### src/rtl/pc_flow_ctrl.sv
// PC/pipeline-register hazard controller: branch, load-use, imem wait, jump priority.
// Zero-latency combinational controls; stalls hold PC and IF/ID and bubble ID/EX.
module pc_flow_ctrl #(
    parameter int CNT_W        = 16,
    parameter int IMEM_TIMEOUT = 64
) (
    input  logic             clk,
    input  logic             rst_n,
    input  logic [4:0]       id_rs,
    input  logic [4:0]       id_rt,
    input  logic             id_uses_rt,
    input  logic             id_jump,
    input  logic             id_jr,
    input  logic             ex_mem_read,
    input  logic [4:0]       ex_rt,
    input  logic             ex_branch_taken,
    input  logic             imem_ready,
    output logic             pc_write,
    output logic [1:0]       pc_src,
    output logic             ifid_write,
    output logic             ifid_flush,
    output logic             idex_bubble,
    output logic [1:0]       state,
    output logic [CNT_W-1:0] stall_count,
    output logic [CNT_W-1:0] flush_count,
    output logic             imem_timeout
);

    localparam logic [1:0] ST_INIT = 2'b00;
    localparam logic [1:0] ST_RUN  = 2'b01;
    localparam logic [1:0] ST_WAIT = 2'b10;

    localparam int                WAIT_W   = $clog2(IMEM_TIMEOUT + 1);
    localparam logic [WAIT_W-1:0] WAIT_MAX = WAIT_W'(IMEM_TIMEOUT);
    localparam logic [CNT_W-1:0]  CNT_MAX  = '1;

    logic [1:0]        state_q, state_d;
    logic [CNT_W-1:0]  stall_q, stall_d;
    logic [CNT_W-1:0]  flush_q, flush_d;
    logic [WAIT_W-1:0] imem_wait_q, imem_wait_d;
    logic              timeout_q, timeout_d;
    logic              load_use;
    logic              is_jump;
    logic              do_stall;
    logic              do_flush;

    // rs is always compared, so a JR waits for a load producing its target.
    assign load_use = ex_mem_read && (ex_rt != 5'd0) &&
                      ((ex_rt == id_rs) || (id_uses_rt && (ex_rt == id_rt)));
    assign is_jump  = id_jump || id_jr;

    always_comb begin
        pc_write    = 1'b0;
        pc_src      = 2'b00;
        ifid_write  = 1'b1;
        ifid_flush  = 1'b0;
        idex_bubble = 1'b0;
        do_stall    = 1'b0;
        do_flush    = 1'b0;
        state_d     = state_q;
        imem_wait_d = '0;
        case (state_q)
            ST_RUN, ST_WAIT: begin
                if (ex_branch_taken) begin
                    pc_write    = 1'b1;
                    pc_src      = 2'b01;
                    ifid_flush  = 1'b1;
                    idex_bubble = 1'b1;
                    do_flush    = 1'b1;
                end else if (load_use || !imem_ready) begin
                    ifid_write  = 1'b0;
                    idex_bubble = 1'b1;
                    do_stall    = 1'b1;
                end else if (is_jump) begin
                    pc_write    = 1'b1;
                    pc_src      = 2'b10;
                    ifid_flush  = 1'b1;
                    do_flush    = 1'b1;
                end else begin
                    pc_write    = 1'b1;
                end

                if (state_q == ST_RUN) begin
                    if (!imem_ready && !ex_branch_taken)
                        state_d = ST_WAIT;
                end else if (imem_ready) begin
                    state_d = ST_RUN;
                end

                if (!imem_ready)
                    imem_wait_d = (imem_wait_q == WAIT_MAX) ? imem_wait_q
                                                            : imem_wait_q + 1'b1;
            end
            default: begin
                ifid_flush  = 1'b1;
                idex_bubble = 1'b1;
                state_d     = ST_RUN;
            end
        endcase
    end

    always_comb begin
        stall_d   = (do_stall && stall_q != CNT_MAX) ? stall_q + 1'b1 : stall_q;
        flush_d   = (do_flush && flush_q != CNT_MAX) ? flush_q + 1'b1 : flush_q;
        timeout_d = timeout_q || (imem_wait_d == WAIT_MAX);
    end

    always_ff @(posedge clk) begin
        if (!rst_n) begin
            state_q     <= ST_INIT;
            stall_q     <= '0;
            flush_q     <= '0;
            imem_wait_q <= '0;
            timeout_q   <= 1'b0;
        end else begin
            state_q     <= state_d;
            stall_q     <= stall_d;
            flush_q     <= flush_d;
            imem_wait_q <= imem_wait_d;
            timeout_q   <= timeout_d;
        end
    end

    assign state        = state_q;
    assign stall_count  = stall_q;
    assign flush_count  = flush_q;
    assign imem_timeout = timeout_q;

endmodule

### config.mk
export PLATFORM = sky130hd
export DESIGN_NAME = pc_flow_ctrl
export DESIGN_NICKNAME = d
export VERILOG_FILES = /design/src/rtl/pc_flow_ctrl.sv
export SDC_FILE = /design/constraint.sdc
export NUM_CORES = 1
export LEC_CHECK = 0
export ABC_AREA = 1
export CAP_MARGIN = 10
export CORE_UTILIZATION = 44
export CTS_BUF_LIST = sky130_fd_sc_hd__clkbuf_16
export DETAILED_ROUTE_END_ITERATION = 8
export PLACE_DENSITY = 0.72
export SKIP_LAST_GASP = 1
export SYNTH_ARGS = -nofsm -noshare
export SYNTH_HDL_FRONTEND = slang
export SYNTH_SLANG_ARGS = --single-unit
### constraint.sdc
create_clock -name clk -period 2 [get_ports clk]
set_clock_uncertainty 0.2 [all_clocks]
set_input_delay 0.2 -clock clk [delete_from_list [all_inputs] [get_ports clk]]
set_output_delay 0.2 -clock clk [all_outputs]
set_load 0.01 [all_outputs]
[Yosys cells after proc, flatten, opt, wreduce, memory -nomap -nowiden]
Cells that the tools add are included.
Word-level totals
  memory bits (writable): 0
  bits in registers: 42
  memories kept: 0
  ROM bits: 0
  word-level logic and storage cells: 63
  input bits: 23
  bits in latches: 0
  output and inout bits: 41
Operators by class
  $lt $le $gt $ge: 0
  mux-type cells: 25
  eq/ne operators: 11
  reduce and logical (&&, ||, !) cells: 18
  shifts and indexed selects: 0
  $add $sub $neg: 3
  divide/modulo/power cells: 0
  bitwise gates (word level): 0
  multipliers: 0
Operators with widths (count)
  $add 16x1->16 const B: 2
  $ne 16x16->1 const B: 2
  $mux 7: 3
  $mux 1: 15
  $eq 7x7->1 const B: 2
  $mux 2: 7
  $eq 5x5->1: 2
  $add 7x1->7 const B: 1
  $logic_and 1x1->1: 6
  $ne 3x3->1 const B: 2
  $reduce_and 2->1: 3
  $reduce_bool 5->1: 1
  $logic_or 1x1->1: 4
  $eq 2x1->1 const B: 1
  $eq 2x2->1 const B: 1
  $logic_not 1->1: 2
  $ne 2x1->1 const B: 1
  $reduce_bool 2->1: 1
  $reduce_or 2->1: 1

[Longest topological paths before layout]
Gate-level depths: netlist of run 1.
  depth after elaboration: 9
  gate-level depth with buffers: 13
  depth with buffers taken out: 12

[Least setup slack after synthesis of run 1]
Ideal clock, no wire load.
  path type: register to register
  from: reg state_q[1], in the netlist state[1]
  to: reg flush_q[12], in the netlist flush_count[12]
  buffers on the path: 2
  period minus slack after synthesis: 1.969 ns
  arrival: 1.654 ns
  required time: 1.685 ns
  stages on the path, launching flop included: 11
  path slack: 0.031 ns
  setup time: 0.115 ns
  cell sequence: dfxtp_1 inv_1 ha_1 buf_2 nor2_1 inv_1 nand2_1 buf_2 nand3_1 nand2_1 nor2_1
Between the ends
  longest elaborated chain between the ends: 4
  elaborated cells on any way between the ends: 5
  those cells by class: eq/ne (2); mux (1); reduce/logical (2)
Ends and longest elaborated chain
  start: declaration: line 37  | logic [1:0] state_q, state_d;
  start signal: assignment: line 116  | state_q <= state_d;
  $eq 2x1->1 / $eq 2x2->1 (equally long branches): line 62  | case (state_q)
  $reduce_or 2->1 *: line 62
  $mux 1 *: line 62
  $logic_and 1x1->1 *: line 104  | flush_d = (do_flush && flush_q != CNT_MAX) ? flush_q + 1'b1 : flush_q;
  end signal: assignment: line 118  | flush_q <= flush_d;
  end: declaration: line 39  | logic [CNT_W-1:0] flush_q, flush_d;
Every way passes the cells marked *; elsewhere a longest branch is shown, timed or not.
A chain may end at the register's enable or synchronous reset.

[Worst setup path in the final report of run 1]
  from: in id_rs[4]
  to: out ifid_write
Between the ends
  longest elaborated chain between the ends: 7
Ends and longest elaborated chain
  start: declaration: line 9  | input logic [4:0] id_rs,
  $eq 5x5->1: line 49  | ((ex_rt == id_rs) || (id_uses_rt && (ex_rt == id_rt)));
  $logic_or 1x1->1: line 49
  $logic_and 1x1->1: line 48  | assign load_use = ex_mem_read && (ex_rt != 5'd0) &&
  $logic_or 1x1->1: line 70  | end else if (load_use || !imem_ready) begin
  $mux 1: line 70
  $mux 1: line 64  | if (ex_branch_taken) begin
  $mux 1: line 62
  end: declaration: line 20  | output logic ifid_write,
No other way between the ends.

==> qor.txt, run 1 <==
Synth top area share = 0.314
WHS = 0.282 ns
final HPWL from detailed placement = 4.94 mm
Worst-path clk slew = 0.06 ns
post-layout min period = 1.92 ns
Die Y = 80.0 um
vias = 2848
clock root cell = clkbuf_16
PortBufs = 63
prevailing post-synth register cell = dfxtp_1
clock sink total = 42
status = finished clean
Iter 0 DRT Violations = 107
vias in the first global route = 2618
DR WL/cell = 11.8 um
Clock Latency Late Sink = 0.29 ns
ANT nets after route = 0
register area share after synthesis = 0.314
Post-Syn Area = 2680 um2
TNS Setup = 0 ns
Synth cell types = 32
final setup violation count = 0
synthesized net count = 428
Worst Slack Setup Final = 0.0789 ns
Hold WC Path Type = flop to flop
top post-synthesis cells by area = dfxtp_1 (31%), nand2_1 (13%), nand3_1 (7.5%)
Total Wirelength = 6.74 mm
Slew HR = 0.644
Via-to-Cell Ratio = 5.01
count leader, synth = nand2_1
pin count of the biggest net entering global routing = 33
dpl cells = 558
count of final hold-check violations = 0
post-layout util = 0.640
top cell type by total area after synthesis = dfxtp_1
dpl ws = -0.448 ns
Worst EP arrival = 1.52 ns
CORE AREA = 5890 um2
worst slew pin tran = 0.534 ns
row count = 28
synthesized area per cell = 6.70 um2
worst reg2reg setup slack = 0.13 ns
Synth Warn # = 0
non-filler cells, final = 569
n_diodes = 0
Tcrit/Tclk final = 0.961
global-route wire length before repair = 10.9 mm
WP data required = 1.60 ns
share of layout cells above drive strength 1 = 0.190
antenna violations before repair = 0
f_max = 521 MHz
Total GRT Usage = 0.216
Leak Pwr = 1.62 nW
Max Fanout on Critical Path = 4
Crit Path Class = primary input to output port
Die W = 80.0 um
Area growth, synth to finish = 40.8%
Hold Buf Count CTS = 0
Max Cap Violations = 0
remaining global-route overflow = 0
CTS buffer count = 5
Yosys reg bits = 42
Final #Nets = 522
CTS tree = done
H-tree levels = 2
Setup crit end kind = output port
Startpoint Class = primary input
drc violations = 0
Pwr per Cell Area = 552 nW/um2
Ports = 64
Worst VDD drop = 0.357 mV
Initial Util = 0.455
cell count after synthesis = 399
commonest cells in the netlist = nand2_1 (92), nor2_1 (53), inv_1 (43)
GP Congestion = 0.842
clk buf depth = 2
Post-synth ARST share = 0
Pre-antenna DRT Iters = 5
EDFF count, synth = 0
Slew Limit Fails = 0
die area = 6400 um2
-- worst max-delay path: stages --
cell             delay, ns
clkdlybuf4s50_1       0.48
xnor2_1               0.12
nand3_1               0.10
nand2_1               0.11
nand2_4               0.08
nand2_4               0.09
nand2_4               0.07
nor2_8                0.12
inv_2                 0.04
buf_6                 0.11
-- cell usage in the layout, fill, tap and decap left out, types with 16 or more instances in the layout --
cell and n:
clkdlybuf4s50_1 43, dfxtp_1 38, nand2_1 89, nor2_1 50, a21oi_1 29, dlygate4sd2_1 16, nand3_1 39, buf_4 33
inv_1 42
-- flip-flops by register name, indices dropped and copies added (netlist names) --
signal        flops
state             2
stall_count      16
imem_timeout      1
imem_wait_q       7
flush_count      16
-- through the flow --
step | power, mW | cell area (um2)
final | 2.08 | 3770
after global routing | 2.16 | 3770
after CTS | 2.08 | 3730
after detailed placement | 1.31 | 3590
after global placement | 1.30 | 3590
after floorplan | 1.09 | 2680
-- power breakdown --
group | switching [mW] | total, mW | internal [mW]
logic | 0.221 | 0.428 | 0.207
clock network | 0.329 | 0.780 | 0.452
registers | 0.0163 | 0.872 | 0.856
total | 0.566 | 2.08 | 1.51
-- final cells by class --
cell class	count	area (um2)
multi-input combinational	295	1610
fill	563	2120
tap	75	93.8
clock inverter	3	12.5
inverter	51	191
sequential	42	846
clock buffer	5	125
timing repair buffer	98	885
-- final timing paths --
check | start | to | cells past startpoint
min reg2reg | imem_timeout$_SDFF_PN0_ | imem_timeout$_SDFF_PN0_ | 2
min | imem_timeout$_SDFF_PN0_ | imem_timeout$_SDFF_PN0_ | 2
max | id_rs[4] | ifid_write | 10
max reg2reg | stall_count[1]$_SDFFE_PN0P_ | stall_count[9]$_SDFFE_PN0P_ | 10
-- metal layers --
metal	vias up	global-route usage	part of all wire
li1	1472	-	-
met1	1301	0.260	0.46
met2	65	0.374	0.48
met3	10	0.0434	0.046
met4	0	0.0875	0.014
met5	-	0	0
-- repair_timing --
| item | in CTS | in global routing |
|---|---|---|
| resized for setup | 27 | 23 |
| endpoints found under the hold margin | 0 | 0 |
| gates cloned | 0 | 1 |
| pin swaps | 13 | 5 |
| setup buffers | 2 | 1 |
| endpoints found under the setup margin | 6 | 19 |
-- logic make-up (layout without fill, tap and decap cells) --
kind of cell | Yosys count | in the layout | synth area share
flip-flops | 42 | 42 | 0.314
AO/OA/AOI/OAI | 44 | 44 | 0.0903
AND/OR/NAND/NOR | 225 | 226 | 0.404
XOR/XNOR | 19 | 19 | 0.0622
adder cells (fa/ha/maj) | 6 | 6 | 0.0281
buffers and inverters | 63 | 157 | 0.101
Note: power is estimated with default switching activity, not from simulation.
==> inputs of run 2 (changes only) <==
DONT_BUFFER_PORTS = 1   (was unset)
PLACE_DENSITY = unset   (was 0.72)
REMOVE_ABC_BUFFERS = 1   (was unset)
SETUP_SLACK_MARGIN = 0.1   (was unset)
==> run 2 against run 1 <==
Effect of this change: maximum frequency is 5.6% higher; sequential cell count did not move; utilization shrank 7.6 points; via count decreased by 9.4%; critical path type is now flop to output port; largest power group is now clock.
==> qor.txt, run 2 (synthesis results as in run 1) <==
net switching power = 0.549 mW (-3.0%)
Slew HR = 0.443 (-0.201)
status = finished clean
Clock Latency Late Sink = 0.28 ns (about the same)
DR WL/cell = 12.7 um (+7.1%)
Switching Share = 0.259 (-0.0130)
Max Fanout on Critical Path = 7 (+3)
vias = 2580 (-9.4%)
Via-to-Cell Ratio = 5.06 (+1.1%)
CORE AREA = 5890 um2 (unchanged)
antenna violations before repair = 0 (unchanged)
PortBufs = 0 (-100%)
vias in the first global route = 2243 (-14%)
Crit Path Class = flop to output port
Die Y = 80.0 um (unchanged)
share of layout cells above drive strength 1 = 0.223 (+0.0327)
Area growth, synth to finish = 24.0%
ANT nets after route = 0 (unchanged)
Initial Util = 0.455 (unchanged)
clock sink total = 42 (unchanged)
CTS buffer count = 5 (unchanged)
WP data required = 1.60 ns (about the same)
Setup crit end kind = output port
Leak Pwr = 1.48 nW (-8.6%)
Worst EP arrival = 1.42 ns (-0.10 ns)
pin count of the biggest net entering global routing = 33 (unchanged)
post-layout min period = 1.82 ns (-0.102 ns)
clock root cell = clkbuf_16
# fillers = 566 (+0.53%)
remaining global-route overflow = 0 (unchanged)
sequential power share = 0.412 (-0.007)
Iter 0 DRT Violations = 117 (+9.3%)
internal power = 1.57 mW (+3.7%)
H-tree levels = 2 (unchanged)
final HPWL from detailed placement = 4.39 mm (-11%)
Clock Power Share = 0.433 (+0.058)
dpl ws = 0.0544 ns (+0.502 ns)
Slew Limit Fails = 0 (unchanged)
count of final hold-check violations = 0 (unchanged)
n_diodes = 0 (unchanged)
GP Congestion = 0.835 (-0.89%)
most common cell after layout, fill and taps aside = nand2_1
WHS = 0.0325 ns (-0.250 ns)
Pwr per Cell Area = 639 nW/um2 (+16%)
f_max = 550 MHz (+5.6%)
Total GRT Usage = 0.198 (-0.0180)
Total Wirelength = 6.47 mm (-4.0%)
final setup violation count = 0 (unchanged)
Worst-path clk slew = 0.06 ns (about the same)
Worst VDD drop = 0.386 mV (+8.4%)
Hold WC Path Type = primary input to flop
row count = 28 (unchanged)
Die W = 80.0 um (unchanged)
Final #Nets = 463 (-11%)
TNS Setup = 0 ns (unchanged)
clk buf depth = 2 (unchanged)
Ports = 64 (unchanged)
Max Cap Violations = 0 (unchanged)
CTS tree = done
drc violations = 0 (unchanged)
Worst Slack Setup Final = 0.181 ns (+0.102 ns)
global-route wire length before repair = 10.1 mm (-8.0%)
RSZ-0062 raised after global routing = yes
most frequent cells in the layout = nand2_1 (87), nor2_1 (51), inv_1 (41)
Startpoint Class = flop
Logic pwr share = 0.155 (-0.051)
worst slew pin tran = 0.833 ns (+0.299 ns)
die area = 6400 um2 (unchanged)
Tcrit/Tclk final = 0.910 (-0.0510)
Pre-antenna DRT Iters = 4 (-1)
[run 2: changes by cell type in the layout (fill, tap and decap cells not counted), sizes merged]
cell and delta:
clkdlybuf4s50 -43, dlygate4sd3 +3, clkinv -2, clkbuf -3, bufinv +1, clkinvlp +1, dlygate4sd2 -16
[run 2: what timing repair did]
action                                  in CTS  in global routing
endpoints found under the hold margin       28                  0
gates resized for setup                      5                 32
setup buffers                                1                  4
pin swaps                                    1                  8
cloned                                       0                  1
endpoints found under the setup margin       9                 36
hold buffers                                 3                  0
[run 2: critical path, cell delays in order (launching register included)]
cell	delay, ns
dfxtp_1	0.32
inv_1	0.07
ha_4	0.26
nor2_4	0.19
buf_4	0.17
nand3_1	0.13
[run 2: worst paths after layout]
kind	start	endpoint	slack [ns]	depth (start not counted)
setup / recovery	state[1]$_SDFFE_PN0P_	idex_bubble	0.18	5
hold / removal	ex_branch_taken	stall_count[1]$_SDFFE_PN0P_	0.03	3
setup reg to reg	stall_count[1]$_SDFFE_PN0P_	stall_count[0]$_SDFFE_PN0P_	0.19	9
hold reg to reg	stall_count[14]$_SDFFE_PN0P_	stall_count[14]$_SDFFE_PN0P_	0.35	2
[run 2: final cells by class]
class,count,area [um2],share of cell area
tap,75,93.8,0.0283
timing repair buffer,39,332,0.100
inverter,51,191,0.0577
sequential,42,845,0.255
multi-input combinational,295,1690,0.509
clock buffer,5,125,0.0377
clock inverter,3,41.3,0.0124
[run 2: per-stage QoR]
step           utilization  power (mW)  instances  area [um2]
5_1_grt              0.564        2.23        510        3320
6_report             0.564        2.12        510        3320
4_1_cts              0.535        2.11        505        3150
3_3_place_gp         0.499        1.17        493        2930
3_5_place_dp         0.499        1.17        493        2930
2_1_floorplan            -        1.07        387        2590
[run 2: per-layer routing]
metal / GRT usage / up-vias / part of all wire / wire (um)
met3: 0.0571 / 6 / 0.058 / 378
met1: 0.252 / 1159 / 0.46 / 2970
met4: 0.0554 / 0 / 0.0094 / 61
met5: 0 / - / 0 / 0
li1: - / 1356 / - / -
met2: 0.325 / 59 / 0.47 / 3060
[run 2: power by group through the flow]
stage	clock [mW]	sequential, mW	combinational [mW]
finish	0.917	0.874	0.328
global route	0.984	0.876	0.366
CTS	0.938	0.867	0.307
detailed placement	0	0.886	0.287
global placement	0	0.885	0.283
floorplan	0	0.897	0.174
==> inputs of run 3 (changes only) <==
CORE_UTILIZATION = 49   (was 44)
==> run 3 against run 2 <==
Effect of this change: power fell by 6.0%; first-iteration DRC count did not move; critical path depth unchanged; non-clock buffer count grew 15; sequential share of layout area fell by 0.70 points; utilization increased by 9.8 points; critical endpoint unchanged; final cell count increased by 2.2%; die area fell by 10%; wire length rose by 0.79%; combinational power increased by 2%; count of clock-buffer cells in the layout is the same; highest routed layer unchanged.
==> qor.txt, run 3 (synthesis results as in run 1) <==
status = finished clean
Ports = 64 (unchanged)
Worst VDD drop = 0.337 mV (-13%)
ANT nets after route = 0 (unchanged)
vias in the first global route = 2226 (-0.76%)
die area = 5760 um2 (-10%)
clock root cell = clkbuf_16
post-layout min period = 1.81 ns (-0.00726 ns)
Final #Nets = 479 (+3.5%)
Slew Limit Fails = 0 (unchanged)
global-route wire length before repair = 9.56 mm (-5.1%)
Crit Path Class = flop to output port
Die Y = 75.9 um (-5.1%)
most common cell after layout, fill and taps aside = nand2_1
Leak Pwr = 1.55 nW (+4.5%)
WP data required = 1.60 ns (about the same)
drc violations = 0 (unchanged)
Initial Util = 0.517 (+0.0627)
Clock Latency Late Sink = 0.28 ns (about the same)
pin count of the biggest net entering global routing = 33 (unchanged)
Max Cap Violations = 0 (unchanged)
dpl ws = 0.0444 ns (-0.0100 ns)
Worst-path clk slew = 0.06 ns (about the same)
GP Congestion = 0.793 (-5.0%)
clk buf depth = 2 (unchanged)
clock sink total = 42 (unchanged)
CTS buffer count = 5 (unchanged)
DR WL/cell = 12.5 um (-1.3%)
antenna violations before repair = 0 (unchanged)
Die W = 75.9 um (-5.1%)
Setup crit end kind = output port
final setup violation count = 0 (unchanged)
total power = 1.99 mW (-6.0%)
M1 WL = 3.11 mm (+4.7%)
count of final hold-check violations = 0 (unchanged)
Pre-antenna DRT Iters = 4 (unchanged)
detailed-routed wire length on met3 = 315 um (-17%)
final HPWL from detailed placement = 4.36 mm (-0.71%)
Worst EP arrival = 1.41 ns (about the same)
Slew HR = 0.452 (+0.00906)
H-tree levels = 2 (unchanged)
n_diodes = 0 (unchanged)
Iter 0 DRT Violations = 117 (unchanged)
met2 WL = 3.04 mm (-0.75%)
worst slew pin tran = 0.820 ns (-0.0135 ns)
WHS = 0.0540 ns (+0.0214 ns)
PortBufs = 0 (unchanged)
most frequent cells in the layout = nand2_1 (86), nor2_1 (49), buf_4 (47)
f_max = 552 MHz (+0.40%)
remaining global-route overflow = 0 (unchanged)
CORE AREA = 5170 um2 (-12%)
Area growth, synth to finish = 27.9%
Worst Slack Setup Final = 0.188 ns (+0.00726 ns)
RSZ-0062 raised after global routing = yes
CTS tree = done
row count = 26 (-7.1%)
Total GRT Usage = 0.219 (+0.0211)
Max Fanout on Critical Path = 6 (-1)
Tcrit/Tclk final = 0.906 (-0.00363)
Pwr per Cell Area = 583 nW/um2 (-8.9%)
Top Metal Used = met4
Total Wirelength = 6.52 mm (+0.79%)
# fillers = 464 (-18%)
share of layout cells above drive strength 1 = 0.264 (+0.0409)
vias = 2645 (+2.5%)
Hold WC Path Type = primary input to flop
Via-to-Cell Ratio = 5.08 (+0.35%)
TNS Setup = 0 ns (unchanged)
Startpoint Class = flop
## run 3: layout make-up
type	instances	area [um2]	share of cell area
Sequential cell	42	847	0.248
Timing Repair Buffer	54	437	0.128
Clock inverter	3	17.5	0.00512
Clock buffer	5	125	0.0366
Inverter	51	191	0.0560
Multi-Input combinational cell	296	1720	0.501
Tap cell	70	87.6	0.0256
## run 3: report_power, final
part           leakage (nW)  switching (mW)  internal (mW)
Sequential            0.341          0.0156          0.856
Clock                0.0750           0.327          0.458
Combinational          1.13           0.201          0.135
Total                  1.55           0.544           1.45
## run 3: through the flow
step                      cells  cell area (um2)   util
after floorplan             387             2590      -
after global placement      498             3000  0.581
after detailed placement    498             3000  0.581
after CTS                   510             3190  0.617
after global routing        521             3420  0.661
final                       521             3420  0.661
## run 3: final timing paths
check / depth (start not counted) / start / to / slack [ns]
setup reg to reg: 9 / stall_count[0]$_SDFFE_PN0P_ / stall_count[6]$_SDFFE_PN0P_ / 0.19
hold / removal: 5 / ex_branch_taken / stall_count[4]$_SDFFE_PN0P_ / 0.05
setup / recovery: 5 / state[1]$_SDFFE_PN0P_ / idex_bubble / 0.19
hold reg to reg: 2 / stall_count[7]$_SDFFE_PN0P_ / stall_count[7]$_SDFFE_PN0P_ / 0.33
## run 3: what timing repair did
item | in CTS | in global routing
buffers inserted | 1 | 9
endpoints found under the setup margin | 11 | 37
gates cloned | 0 | 2
hold endpoints to repair | 26 | 0
hold buffers | 3 | 0
pin swaps | 1 | 10
gates resized for setup | 4 | 39
## run 3: critical path: stages (launching register included)
cell	delay, ns
dfxtp_1	0.32
inv_1	0.08
ha_4	0.27
nor2_4	0.16
buf_4	0.15
nand3_1	0.15
## run 3: per-layer routing
layer / up-vias / track usage
met5: - / 0
met3: 6 / 0.0622
met2: 70 / 0.360
met1: 1183 / 0.279
li1: 1386 / -
met4: 0 / 0.0679
